[src/rtl/mem_stage_pkg.sv]
// Shared types for the MEM stage of the five-stage MIPS core.
package mem_stage_pkg;

    localparam int WORD_BITS = 32;
    localparam int REG_BITS  = 5;

    typedef logic [WORD_BITS-1:0] word_t;
    typedef logic [REG_BITS-1:0]  regbits_t;

    typedef enum logic [1:0] {
        MEM_ALU  = 2'd0,
        MEM_LOAD = 2'd1,
        MEM_NPC  = 2'd2,
        MEM_EXT  = 2'd3
    } memsel_t;

    typedef enum logic [1:0] {
        IDLE   = 2'd0,
        WAIT   = 2'd1,
        HALTED = 2'd2
    } memstate_t;

endpackage

[src/rtl/mem_stage_if.sv]
// EX/MEM latch outputs, data-cache handshake and MEM/WB latch fields seen by the MEM stage.
interface mem_stage_if #(
    parameter int WORD_W = 32,
    parameter int REG_W  = 5
);
    logic              exmem_valid;
    logic [WORD_W-1:0] alu_out;
    logic [WORD_W-1:0] rdat2;
    logic [WORD_W-1:0] npc;
    logic [WORD_W-1:0] extout;
    logic              DRen;
    logic              DWen;
    logic              RegW;
    logic [1:0]        Mem;
    logic [REG_W-1:0]  dest;
    logic              halt;
    logic              memwb_flush;
    logic              dhit;
    logic [WORD_W-1:0] dmemload;

    logic              dmemREN;
    logic              dmemWEN;
    logic [WORD_W-1:0] dmemaddr;
    logic [WORD_W-1:0] dmemstore;
    logic              mem_stall;
    logic              wb_valid;
    logic              wb_RegW;
    logic              wb_halt;
    logic [REG_W-1:0]  wb_dest;
    logic [WORD_W-1:0] wb_data;
    logic              mem_misalign;
    logic              mem_timeout;

    // Pipeline/cache environment side.
    modport master (
        output exmem_valid, alu_out, rdat2, npc, extout, DRen, DWen, RegW, Mem, dest,
               halt, memwb_flush, dhit, dmemload,
        input  dmemREN, dmemWEN, dmemaddr, dmemstore, mem_stall, wb_valid, wb_RegW,
               wb_halt, wb_dest, wb_data, mem_misalign, mem_timeout
    );

    // MEM stage side.
    modport slave (
        input  exmem_valid, alu_out, rdat2, npc, extout, DRen, DWen, RegW, Mem, dest,
               halt, memwb_flush, dhit, dmemload,
        output dmemREN, dmemWEN, dmemaddr, dmemstore, mem_stall, wb_valid, wb_RegW,
               wb_halt, wb_dest, wb_data, mem_misalign, mem_timeout
    );

endinterface

[src/rtl/mem_stage_memwb_reg.sv]
// MEM/WB pipeline latch: writeback-data select plus bubble insertion on stall, flush or halt.
module memwb_reg
    import mem_stage_pkg::*;
#(
    parameter int WORD_W = 32,
    parameter int REG_W  = 5
) (
    input  logic              CLK,
    input  logic              RST,
    input  logic              stall_i,
    input  logic              flush_i,
    input  logic              halted_i,
    input  logic              valid_i,
    input  logic              regw_i,
    input  logic              misalign_i,
    input  logic              halt_i,
    input  logic [REG_W-1:0]  dest_i,
    input  logic [1:0]        mem_i,
    input  logic [WORD_W-1:0] alu_i,
    input  logic [WORD_W-1:0] load_i,
    input  logic [WORD_W-1:0] npc_i,
    input  logic [WORD_W-1:0] ext_i,
    output logic              wb_valid_o,
    output logic              wb_regw_o,
    output logic              wb_halt_o,
    output logic [REG_W-1:0]  wb_dest_o,
    output logic [WORD_W-1:0] wb_data_o
);

    logic              valid_q, valid_d;
    logic              regw_q,  regw_d;
    logic              halt_q,  halt_d;
    logic [REG_W-1:0]  dest_q,  dest_d;
    logic [WORD_W-1:0] data_q,  data_d;
    logic [WORD_W-1:0] sel_data;

    always_comb begin
        // NOTE: every always_comb output gets a default first so no latch is inferred.
        sel_data = alu_i;
        case (memsel_t'(mem_i))
            MEM_LOAD: sel_data = load_i;
            MEM_NPC:  sel_data = npc_i;
            MEM_EXT:  sel_data = ext_i;
            default:  sel_data = alu_i;
        endcase
    end

    // A bubble clears the control fields; data and dest keep their last captured values.
    always_comb begin
        valid_d = 1'b0;
        regw_d  = 1'b0;
        halt_d  = 1'b0;
        dest_d  = dest_q;
        data_d  = data_q;
        if (!stall_i && !flush_i && !halted_i) begin
            valid_d = valid_i;
            regw_d  = regw_i & valid_i & ~misalign_i;
            halt_d  = halt_i & valid_i;
            dest_d  = dest_i;
            data_d  = sel_data;
        end
    end

    always_ff @(posedge CLK) begin
        // NOTE: sequential state uses <= so every flop samples pre-edge values together.
        if (RST) begin
            valid_q <= 1'b0;
            regw_q  <= 1'b0;
            halt_q  <= 1'b0;
            dest_q  <= '0;
            data_q  <= '0;
        end else begin
            valid_q <= valid_d;
            regw_q  <= regw_d;
            halt_q  <= halt_d;
            dest_q  <= dest_d;
            data_q  <= data_d;
        end
    end

    assign wb_valid_o = valid_q;
    assign wb_regw_o  = regw_q;
    assign wb_halt_o  = halt_q;
    assign wb_dest_o  = dest_q;
    assign wb_data_o  = data_q;

endmodule

[src/rtl/mem_stage.sv]
// MEM stage: data-cache request handshake, pipeline stall, halt tracking and sticky error flags.
module mem_stage
    import mem_stage_pkg::*;
#(
    parameter int WORD_W  = 32,
    parameter int REG_W   = 5,
    parameter int TIMEOUT = 64
) (
    input  logic     CLK,
    input  logic     RST,
    mem_stage_if.slave bus
);

    localparam int CNT_W = $clog2(TIMEOUT + 1);

    memstate_t        state_q, state_d;
    logic [CNT_W-1:0] cnt_q, cnt_d;
    logic             misalign_q, misalign_d;
    logic             timeout_q, timeout_d;

    logic access;
    logic aligned;
    logic memop;
    logic misalign;
    logic stall;

    assign access   = bus.exmem_valid & (bus.DRen | bus.DWen) & (state_q != HALTED);
    assign aligned  = (bus.alu_out[1:0] == 2'b00);
    assign memop    = access & aligned;
    assign misalign = access & ~aligned;
    assign stall    = memop & ~bus.dhit;

    // Requests follow the latched EX/MEM fields directly so a hit can complete in the first cycle.
    assign bus.dmemREN   = memop & bus.DRen & ~bus.DWen;
    assign bus.dmemWEN   = memop & bus.DWen;
    assign bus.dmemaddr  = bus.alu_out;
    assign bus.dmemstore = bus.rdat2;
    assign bus.mem_stall = stall;

    always_comb begin
        state_d    = state_q;
        cnt_d      = '0;
        misalign_d = misalign_q | misalign;
        timeout_d  = timeout_q;
        case (state_q)
            IDLE: begin
                if (stall) begin
                    state_d = WAIT;
                    cnt_d   = CNT_W'(1);
                end else if (bus.exmem_valid & bus.halt) begin
                    state_d = HALTED;
                end
            end
            WAIT: begin
                if (stall) begin
                    cnt_d = (cnt_q == CNT_W'(TIMEOUT)) ? cnt_q : cnt_q + CNT_W'(1);
                end else begin
                    state_d = IDLE;
                end
            end
            HALTED:  state_d = HALTED;
            default: state_d = IDLE;
        endcase
        // cnt_d counts stalled cycles and is zero whenever no access is waiting.
        if (cnt_d == CNT_W'(TIMEOUT)) begin
            timeout_d = 1'b1;
        end
    end

    always_ff @(posedge CLK) begin
        if (RST) begin
            state_q    <= IDLE;
            cnt_q      <= '0;
            misalign_q <= 1'b0;
            timeout_q  <= 1'b0;
        end else begin
            state_q    <= state_d;
            cnt_q      <= cnt_d;
            misalign_q <= misalign_d;
            timeout_q  <= timeout_d;
        end
    end

    assign bus.mem_misalign = misalign_q;
    assign bus.mem_timeout  = timeout_q;

    memwb_reg #(
        .WORD_W (WORD_W),
        .REG_W  (REG_W)
    ) u_memwb (
        .CLK        (CLK),
        .RST        (RST),
        .stall_i    (stall),
        .flush_i    (bus.memwb_flush),
        .halted_i   (state_q == HALTED),
        .valid_i    (bus.exmem_valid),
        .regw_i     (bus.RegW),
        .misalign_i (misalign),
        .halt_i     (bus.halt),
        .dest_i     (bus.dest),
        .mem_i      (bus.Mem),
        .alu_i      (bus.alu_out),
        .load_i     (bus.dmemload),
        .npc_i      (bus.npc),
        .ext_i      (bus.extout),
        .wb_valid_o (bus.wb_valid),
        .wb_regw_o  (bus.wb_RegW),
        .wb_halt_o  (bus.wb_halt),
        .wb_dest_o  (bus.wb_dest),
        .wb_data_o  (bus.wb_data)
    );

endmodule

[src/flat_wrapper.sv]
// flat-port wrapper written by rule: the top's interface ports become plain ports
module mem_stage_flat import mem_stage_pkg::*;
#(
    parameter int WORD_W  = 32,
    parameter int REG_W   = 5,
    parameter int TIMEOUT = 64
)
  (CLK, RST, bus_exmem_valid, bus_alu_out, bus_rdat2, bus_npc, bus_extout, bus_DRen, bus_DWen, bus_RegW, bus_Mem, bus_dest, bus_halt, bus_memwb_flush, bus_dhit, bus_dmemload, bus_dmemREN, bus_dmemWEN, bus_dmemaddr, bus_dmemstore, bus_mem_stall, bus_wb_valid, bus_wb_RegW, bus_wb_halt, bus_wb_dest, bus_wb_data, bus_mem_misalign, bus_mem_timeout);
  mem_stage_if #(.WORD_W(WORD_W), .REG_W(REG_W)) bus_i ();
  input  logic CLK;
  input  logic RST;
  input wire logic [$bits(bus_i.exmem_valid)-1:0] bus_exmem_valid;
  input wire logic [$bits(bus_i.alu_out)-1:0] bus_alu_out;
  input wire logic [$bits(bus_i.rdat2)-1:0] bus_rdat2;
  input wire logic [$bits(bus_i.npc)-1:0] bus_npc;
  input wire logic [$bits(bus_i.extout)-1:0] bus_extout;
  input wire logic [$bits(bus_i.DRen)-1:0] bus_DRen;
  input wire logic [$bits(bus_i.DWen)-1:0] bus_DWen;
  input wire logic [$bits(bus_i.RegW)-1:0] bus_RegW;
  input wire logic [$bits(bus_i.Mem)-1:0] bus_Mem;
  input wire logic [$bits(bus_i.dest)-1:0] bus_dest;
  input wire logic [$bits(bus_i.halt)-1:0] bus_halt;
  input wire logic [$bits(bus_i.memwb_flush)-1:0] bus_memwb_flush;
  input wire logic [$bits(bus_i.dhit)-1:0] bus_dhit;
  input wire logic [$bits(bus_i.dmemload)-1:0] bus_dmemload;
  output wire logic [$bits(bus_i.dmemREN)-1:0] bus_dmemREN;
  output wire logic [$bits(bus_i.dmemWEN)-1:0] bus_dmemWEN;
  output wire logic [$bits(bus_i.dmemaddr)-1:0] bus_dmemaddr;
  output wire logic [$bits(bus_i.dmemstore)-1:0] bus_dmemstore;
  output wire logic [$bits(bus_i.mem_stall)-1:0] bus_mem_stall;
  output wire logic [$bits(bus_i.wb_valid)-1:0] bus_wb_valid;
  output wire logic [$bits(bus_i.wb_RegW)-1:0] bus_wb_RegW;
  output wire logic [$bits(bus_i.wb_halt)-1:0] bus_wb_halt;
  output wire logic [$bits(bus_i.wb_dest)-1:0] bus_wb_dest;
  output wire logic [$bits(bus_i.wb_data)-1:0] bus_wb_data;
  output wire logic [$bits(bus_i.mem_misalign)-1:0] bus_mem_misalign;
  output wire logic [$bits(bus_i.mem_timeout)-1:0] bus_mem_timeout;
  assign bus_i.exmem_valid = bus_exmem_valid;
  assign bus_i.alu_out = bus_alu_out;
  assign bus_i.rdat2 = bus_rdat2;
  assign bus_i.npc = bus_npc;
  assign bus_i.extout = bus_extout;
  assign bus_i.DRen = bus_DRen;
  assign bus_i.DWen = bus_DWen;
  assign bus_i.RegW = bus_RegW;
  assign bus_i.Mem = bus_Mem;
  assign bus_i.dest = bus_dest;
  assign bus_i.halt = bus_halt;
  assign bus_i.memwb_flush = bus_memwb_flush;
  assign bus_i.dhit = bus_dhit;
  assign bus_i.dmemload = bus_dmemload;
  assign bus_dmemREN = bus_i.dmemREN;
  assign bus_dmemWEN = bus_i.dmemWEN;
  assign bus_dmemaddr = bus_i.dmemaddr;
  assign bus_dmemstore = bus_i.dmemstore;
  assign bus_mem_stall = bus_i.mem_stall;
  assign bus_wb_valid = bus_i.wb_valid;
  assign bus_wb_RegW = bus_i.wb_RegW;
  assign bus_wb_halt = bus_i.wb_halt;
  assign bus_wb_dest = bus_i.wb_dest;
  assign bus_wb_data = bus_i.wb_data;
  assign bus_mem_misalign = bus_i.mem_misalign;
  assign bus_mem_timeout = bus_i.mem_timeout;
  mem_stage #(.WORD_W(WORD_W), .REG_W(REG_W), .TIMEOUT(TIMEOUT)) u_core (.CLK(CLK), .RST(RST), .bus(bus_i));
endmodule
[config.mk]
export PLATFORM = sky130hd
export DESIGN_NAME = mem_stage_flat
export DESIGN_NICKNAME = d
export VERILOG_FILES = /design/src/rtl/mem_stage_pkg.sv /design/src/rtl/mem_stage_if.sv /design/src/rtl/mem_stage_memwb_reg.sv /design/src/rtl/mem_stage.sv /design/src/flat_wrapper.sv
export SDC_FILE = /design/constraint.sdc
export NUM_CORES = 1
export LEC_CHECK = 0
export BUFFER_PORTS_ARGS = -buffer_cell sky130_fd_sc_hd__buf_2
export CAP_MARGIN = 5
export CELL_PAD_IN_SITES_DETAIL_PLACEMENT = 2
export CELL_PAD_IN_SITES_GLOBAL_PLACEMENT = 2
export CORE_ASPECT_RATIO = 0.6
export CORE_MARGIN = 4
export CORE_UTILIZATION = 21
export DETAILED_ROUTE_END_ITERATION = 12
export PLACE_DENSITY_LB_ADDON = 0.15
export REMOVE_ABC_BUFFERS = 1
export SLEW_MARGIN = 20
export SYNTH_ARGS = -nofsm -noshare
export SYNTH_HDL_FRONTEND = slang
export SYNTH_SLANG_ARGS = --single-unit
[constraint.sdc]
create_clock -name CLK -period 3.5 [get_ports CLK]
set_input_delay 0.7 -clock CLK [delete_from_list [all_inputs] [get_ports CLK]]
set_output_delay 0.7 -clock CLK [all_outputs]
set_load 0.02 [all_outputs]
==> summary by stage, run 1 <==
Logic synthesis
In the synthesized netlist the dominant register cell turns out to be dfxtp_1. The number of distinct library cells after synthesis is 33. The most area-hungry cell type in the Yosys netlist is dfxtp_1. Sorting the synthesized cells by area gives the leading types as dfxtp_1 31%, mux4_2 22%, buf_4 15%.

In the synthesized netlist the async set-or-reset flop fraction comes to 0%. The post-synthesis area per instance is 9.38 um^2. The summed instance area of the synthesized netlist is 3250 um^2. Counting flops and latches in the post-synthesis netlist gives 51. The number of warnings reported in the yosys synthesis log is 0.

The number of synthesized flops with an enable pin is 0. The post-synthesis instance total is 346. Summing the sequential cell areas from Yosys gives 31.5% of the chip area.

The area fraction of the dominant cell type after synthesis is 31.5%.

Setup path
The element type at the critical path end is an output pin. The endpoint arrival time on the critical path is 1.58 ns. The worst setup path is launched from an input port. The critical path in this run is classified as input port to output pin. In this run the worst path has a maximum fanout of 4.

Data on the critical path is required at its endpoint by 2.80 ns.

Global route
The initial antenna violation count is 0. The overall track demand over capacity in global routing is 14.0%. Global routing finished with a remaining overflow of 0. Entering global routing, the biggest net connects 44 pins.

The number of global-route vias before repair is 3,446. The first global-routing pass estimated 19,600 um of wire.

Power
For this design the ratio of total power to cell area is 366 nW/um^2. The largest vdd supply drop is 136 uV. The static leakage is 0.00190 uW.

Route
Dividing the detail-routed via count by the number of cells gives 4.47. The first detailed-routing pass took 4 iterations. The highest layer touched by signal routing is met4. In the final routing, the length of wire on met1 measures 5400 um. In the detailed route, the total length drawn on met3 is 1690 um. The number of DRC violations after detailed-routing iteration 0 is 60. Dividing the detail-routed wire length by the instance count gives 18.4 um. The number of remaining DRC errors is 0.

The detail route stage leaves a number of antenna-violating nets equal to 0. Detailed routing placed a total of 5520 um of wire on met2. Wires add up to 12,700 um. The detailed router placed 3,077 vias in this run.

CTS
The worst-case clock buffer depth is 2. In this run, post-CTS repair resized a total of 0 instances. After clock tree synthesis, the clock-pin slew on the worst setup and hold paths is 0.06 ns. The clock tree from TritonCTS is yes.

Clock tree synthesis inserted a total of 5 buffers. The post-CTS setup repair buffer count is 0. The buffer cell driving the clock tree root is clkbuf_16. The count of hold buffers inserted by post-cts repair is 0. CTS saw 51 sinks. The number of H-tree levels is 2.

For the worst-skew pair, the clock arrives at the later sink with an insertion delay of 0.29 ns.

STA
Setup violations remaining at the end of the flow were counted as 0. The clock skew is 0.00157 ns. The number of max-slew violations in the final report is 0. The setup total negative slack is 0 ns. Derived from the worst setup path, the maximum achievable clock frequency is 438 MHz. For the finished layout, the period the worst path requires is 2.28 ns. Setup slack on the critical path of the routed design comes to 1.22 ns. The normalized max-slew margin is 38.9%. Setup repair after global routing left no endpoint under its margin.

The total count of hold-check failures in the final report is 0. The transition time at the pin with the least slew margin is 0.916 ns. The period utilization is 65.2%.

Placement
The setup slack at placement is 1.02 ns. Detailed placement ended at an HPWL of 10,600 um. The number of placed instances, taps included, is 682. At the end of routability-driven placement, the weighted congestion stood at 0.800. Input and output buffers added on the ports amount to 220.

Finish
The library cell used most frequently in the layout, excluding fill and tap cells, is buf_2. After the last flow step, the layout net total stands at 669. Leaving out filler cells and counting taps, the final layout contains 689. Cells with a size suffix above 1 make up 55.2% of the layout.

0 antenna diodes ended up in the layout. Relative to the synthesized area, the layout overhead comes to 27.4%. The top cell types in the final layout, fill and taps aside, are 220 x buf_2, 78 x nand2_1, 51 x dfxtp_1.

Counting the fill cells in the layout gives 1,736.

Floorplanning
The area of the placeable core is 14,800 um^2. For this design the top-level I/O count stands at 285. The total number of placement rows is 34. The height of the die is 104 um. The horizontal die dimension is 168 um. The die covers 17,600 um^2. The starting density of the core is 21.9%.

Outcome
The run finished with clean final reports.

Flow run
The number of max-capacitance violations reported is 0.

Min path
The class of the most critical hold timing path is register to register.
==> metrics by stage <==
stage | hold slack (ns) | area [um^2] | util (%) | total power, uW
floorplan | 0.474 | 2610 | - | 811
global placement | 0.432 | 3990 | 27.0 | 1040
detailed placement | 0.449 | 3990 | 27.0 | 1050
CTS | 0.459 | 4130 | 27.9 | 1560
global route | 0.479 | 4130 | 27.9 | 1620
finish | 0.457 | 4130 | 27.9 | 1510
==> synth_stat cells, types with 2 or more instances <==
cell type,number
buf_6,7
and3_1,3
a21boi_0,2
a31oi_1,2
dfxtp_1,51
nor3b_1,2
clkbuf_1,6
nor3_1,3
nand2_2,2
xnor2_1,4
a21oi_1,40
o21ai_0,3
nand2_1,78
mux4_2,32
inv_1,5
buf_2,8
buf_4,64
xor2_1,2
ha_1,2
nor2_1,15
nand3_1,3
==> path summary, 6_finish.rpt <==
path                                             startpoint                      endpoint  slack (ns)  cells past startpoint
worst max-delay path                        bus_exmem_valid                   bus_dmemREN        1.22                      6
worst min-delay path            u_core.u_memwb.wb_data_o[9]   u_core.u_memwb.wb_data_o[9]        0.46                      2
worst max register to register            u_core.state_q[0]  u_core.u_memwb.wb_data_o[11]        1.75                      5
worst min register to register  u_core.u_memwb.wb_data_o[9]   u_core.u_memwb.wb_data_o[9]        0.46                      2
==> cell type report <==
class	count	area, um^2	share of cell area, %
clock buffers	6	139	3.36
multi-input cells	204	1570	38.0
inverters	5	18.8	0.454
repair buffers	224	1130	27.4
well taps	198	248	5.99
flip-flops and latches	51	1020	24.7
clock inverters	1	5.00	0.121
==> kinds of logic (layout without fill, tap and decap cells) <==
family,after synthesis,in the layout,share of synthesized area [%]
AND/OR/NAND/NOR,114,114,15.3
buffers and inverters,91,236,20.2
flip-flops,51,51,31.5
AO/OA/AOI/OAI,50,50,8.52
multiplexers,32,32,22.2
XOR/XNOR,6,6,1.62
adder cells (fa/ha/maj),2,2,0.771
==> flip-flops by register name (all words and copies together), names as in the netlist <==
name and count:
u_core.bus.mem_misalign 1, u_core.u_memwb.wb_data_o 32, u_core.u_memwb.wb_halt_o 1, u_core.cnt_q 7, u_core.u_memwb.wb_valid_o 1, u_core.u_memwb.wb_regw_o 1
u_core.bus.mem_timeout 1, u_core.u_memwb.wb_dest_o 5, u_core.state_q 2
==> critical path, cell delays in order <==
cell     delay [ns]
buf_2          0.13
o21ai_2        0.07
nor2_1         0.16
nand2_1        0.10
nor3b_1        0.21
buf_2          0.20
==> metal layers <==
layer / track usage [%] / vias to the layer above
li1: - / 1412
met1: 17.8 / 1472
met2: 21.5 / 189
met3: 7.56 / 4
met4: 2.26 / 0
met5: 0.290 / -
==> report_power, final <==
part           switching [uW]  internal [uW]  total [uW]
clock network             210            280         489
logic                     215            177         392
registers                16.9            615         632
Power figures use the tool's default switching activity.
==> run 2: changes to the inputs <==
Settings changed: CORE_UTILIZATION 21 to 19.
Clock period 3.5 ns to 2.15 ns, I/O delays scaled along.
==> summary by stage, run 2 (synthesis gave the netlist of run 1 again) <==
Placement
The quantity of I/O buffers inserted on ports is 220 (unchanged). The total half-perimeter wirelength after legalization and detailed placement is 10,700 um (+1.8%). The setup slack at placement came to 0.0871 ns (-0.931 ns). The final weighted congestion of routability-driven global placement was 0.784 (-2.0%).

Flow run
The number of max-capacitance violations reported is 0 (unchanged).

CTS
The clock slew seen by the registers of the worst setup and hold paths came to 0.07 ns (about the same). The worst-case clock buffer depth was 2 (unchanged). The number of buffers inserted during clock tree synthesis came to 5 (unchanged). TritonCTS built the clock tree. The source-to-sink clock delay at the later pin of the worst-skew pair is 0.29 ns (about the same). The number of instances resized during post-cts repair is 0 (unchanged). The number of H-tree levels is 2 (unchanged). The number of clock sinks is 51 (unchanged). The post-CTS setup repair buffer count came to 0 (unchanged). The buffer cell driving the clock tree root is clkbuf_16.

The count of hold buffers inserted by post-cts repair is 0 (unchanged).

Floorplanning
The boundary pin count was 285 (unchanged). The floorplan die area is 19,300 um^2 (+9.9%). The starting density of the core is 19.7% (-2.2 points). The total number of placement rows is 36 (+5.9%). The area of the placeable core was 16,500 um^2 (+11%). The height of the die came to 109 um (+4.7%).

The horizontal die dimension came to 177 um (+4.9%).

STA
The transition time at the pin with the least slew margin is 0.773 ns (-0.144 ns). The total count of hold-check failures in the final report is 0 (unchanged). Setup repair after global routing left no endpoint under its margin. The period utilization is 87.8%. The clock period minus final worst setup slack is 1.89 ns.

The normalized max-slew margin is 48.5% (+9.6 points). The number of max-slew violations in the final report was 0 (unchanged). The highest attainable clock frequency is 530 MHz. The total of endpoints with negative setup slack in the final report was 0 (unchanged). The clock skew is 0.00770 ns (+0.00613 ns).

The smallest hold slack is 0.367 ns (-0.0897 ns). The setup total negative slack was 0 ns (unchanged). The worst setup margin is 0.262 ns (-0.956 ns).

Finish
The fraction of final layout cells sized beyond drive strength 1 is 55.1% (-0.11 points). The most common cell after layout, fill and taps aside is buf_2. In the layout the commonest cells are 220 x buf_2, 78 x nand2_1, 51 x dfxtp_1. The relative area change from synthesis to final layout is 30.4%.

The number of flip-flops in the largest register is 32 (unchanged). The final layout net count was 670 (+0.15%). The number of antenna cells inserted is 0 (unchanged).

Min path
The class of the most critical hold timing path is input port to register.

Setup path
The minimum setup slack among reg-to-reg paths is 0.40 ns (-1.35 ns). The maximum fanout count along the critical path is 3 (-1). The element type at the critical path end is an output pin. The endpoint arrival time on the critical path is 1.46 ns (-0.12 ns). By startpoint and endpoint, the worst setup path is classified as register to output pin. The type of origin of the critical path is a register. The required time of the critical path is 1.72 ns (-1.08 ns).

Route
The via count is 3,077 (unchanged). The wire length per cell after detailed routing was 18.2 um (-1.1%). The number of DRC violations after detailed-routing iteration 0 is 69 (+15%).

The number of remaining DRC errors is 0 (unchanged). The vias per cell came to 4.27 (-4.3%). The detailed-routing iteration count for the pre-antenna-repair pass is 4 (unchanged). The count of antenna-violating nets left after detailed routing is 0 (unchanged). The total wire length after detailed routing is 13,100 um (+3.4%).

Global route
The first-pass GRT wire length is 19,000 um (-3.1%). The maximum number of pins on one net before global-route repair is 38 (-14%). The overall track demand over capacity in global routing is 12.7% (-1.4 points). The initial antenna violation count is 5 (+5). The number of global-route vias before repair is 3,394 (-1.5%). The residual overflow from global routing was 0 (unchanged).

Outcome
The flow ran to the end, and the final reports show no timing, DRC or antenna violations.

Power
The static leakage came to 0.00193 uW (+1.2%). The total power density per cell area is 609 nW/um^2 (+66%). The largest vdd supply drop was 232 uV (+71%).
==> run 2: cell count changes in the layout (fill, tap and decap cells not counted), sizes merged <==
cell    delta
buf        +1
bufinv     +1
clkinv     -1
==> run 2: layout make-up <==
cell class                      instances  area, um^2
Clock buffer                            6         129
Clock inverter                          1        30.0
Fill cell                            1932       12300
Inverter                                5        18.8
Multi-Input combinational cell        204        1570
Sequential cell                        51        1020
Tap cell                              228         285
Timing Repair Buffer                  225        1180
==> run 2: worst paths after layout <==
check | from | to | cells after the start
worst max-delay path | u_core.state_q[1] | bus_dmemREN | 5
worst min-delay path | bus_RegW | u_core.u_memwb.wb_regw_o | 2
worst min register to register | u_core.u_memwb.wb_data_o[25] | u_core.u_memwb.wb_data_o[25] | 2
worst max register to register | u_core.state_q[1] | u_core.u_memwb.wb_dest_o[0] | 5
==> run 2: where the power goes <==
part	internal, uW	switching [uW]
Sequential	1000	27.2
Combinational	298	353
Clock	544	355
Total	1840	735
==> run 2: through the flow <==
step	std cells	cell area (um^2)	util (%)	total power [uW]
after floorplan	260	2610	-	1320
after global placement	713	4070	24.7	1710
after detailed placement	713	4070	24.7	1720
after CTS	720	4230	25.7	2650
after global routing	720	4230	25.7	2730
final	720	4230	25.7	2580
==> run 2: critical path, stage by stage (launching register included) <==
cell and delay, ns:
dfxtp_1 0.35, nor2b_1 0.16, nor2_1 0.16, nand2_1 0.10, nor3b_1 0.20, buf_2 0.20
==> run 2: metal layers <==
metal	GRT usage (%)	wire (um)	share of wire (%)	vias up
li1	-	-	-	1417
met1	16.4	5630	43	1444
met2	18.6	5520	42	190
met3	7.59	1820	14	16
met4	1.66	77	0.59	10
met5	0.260	62	0.47	-
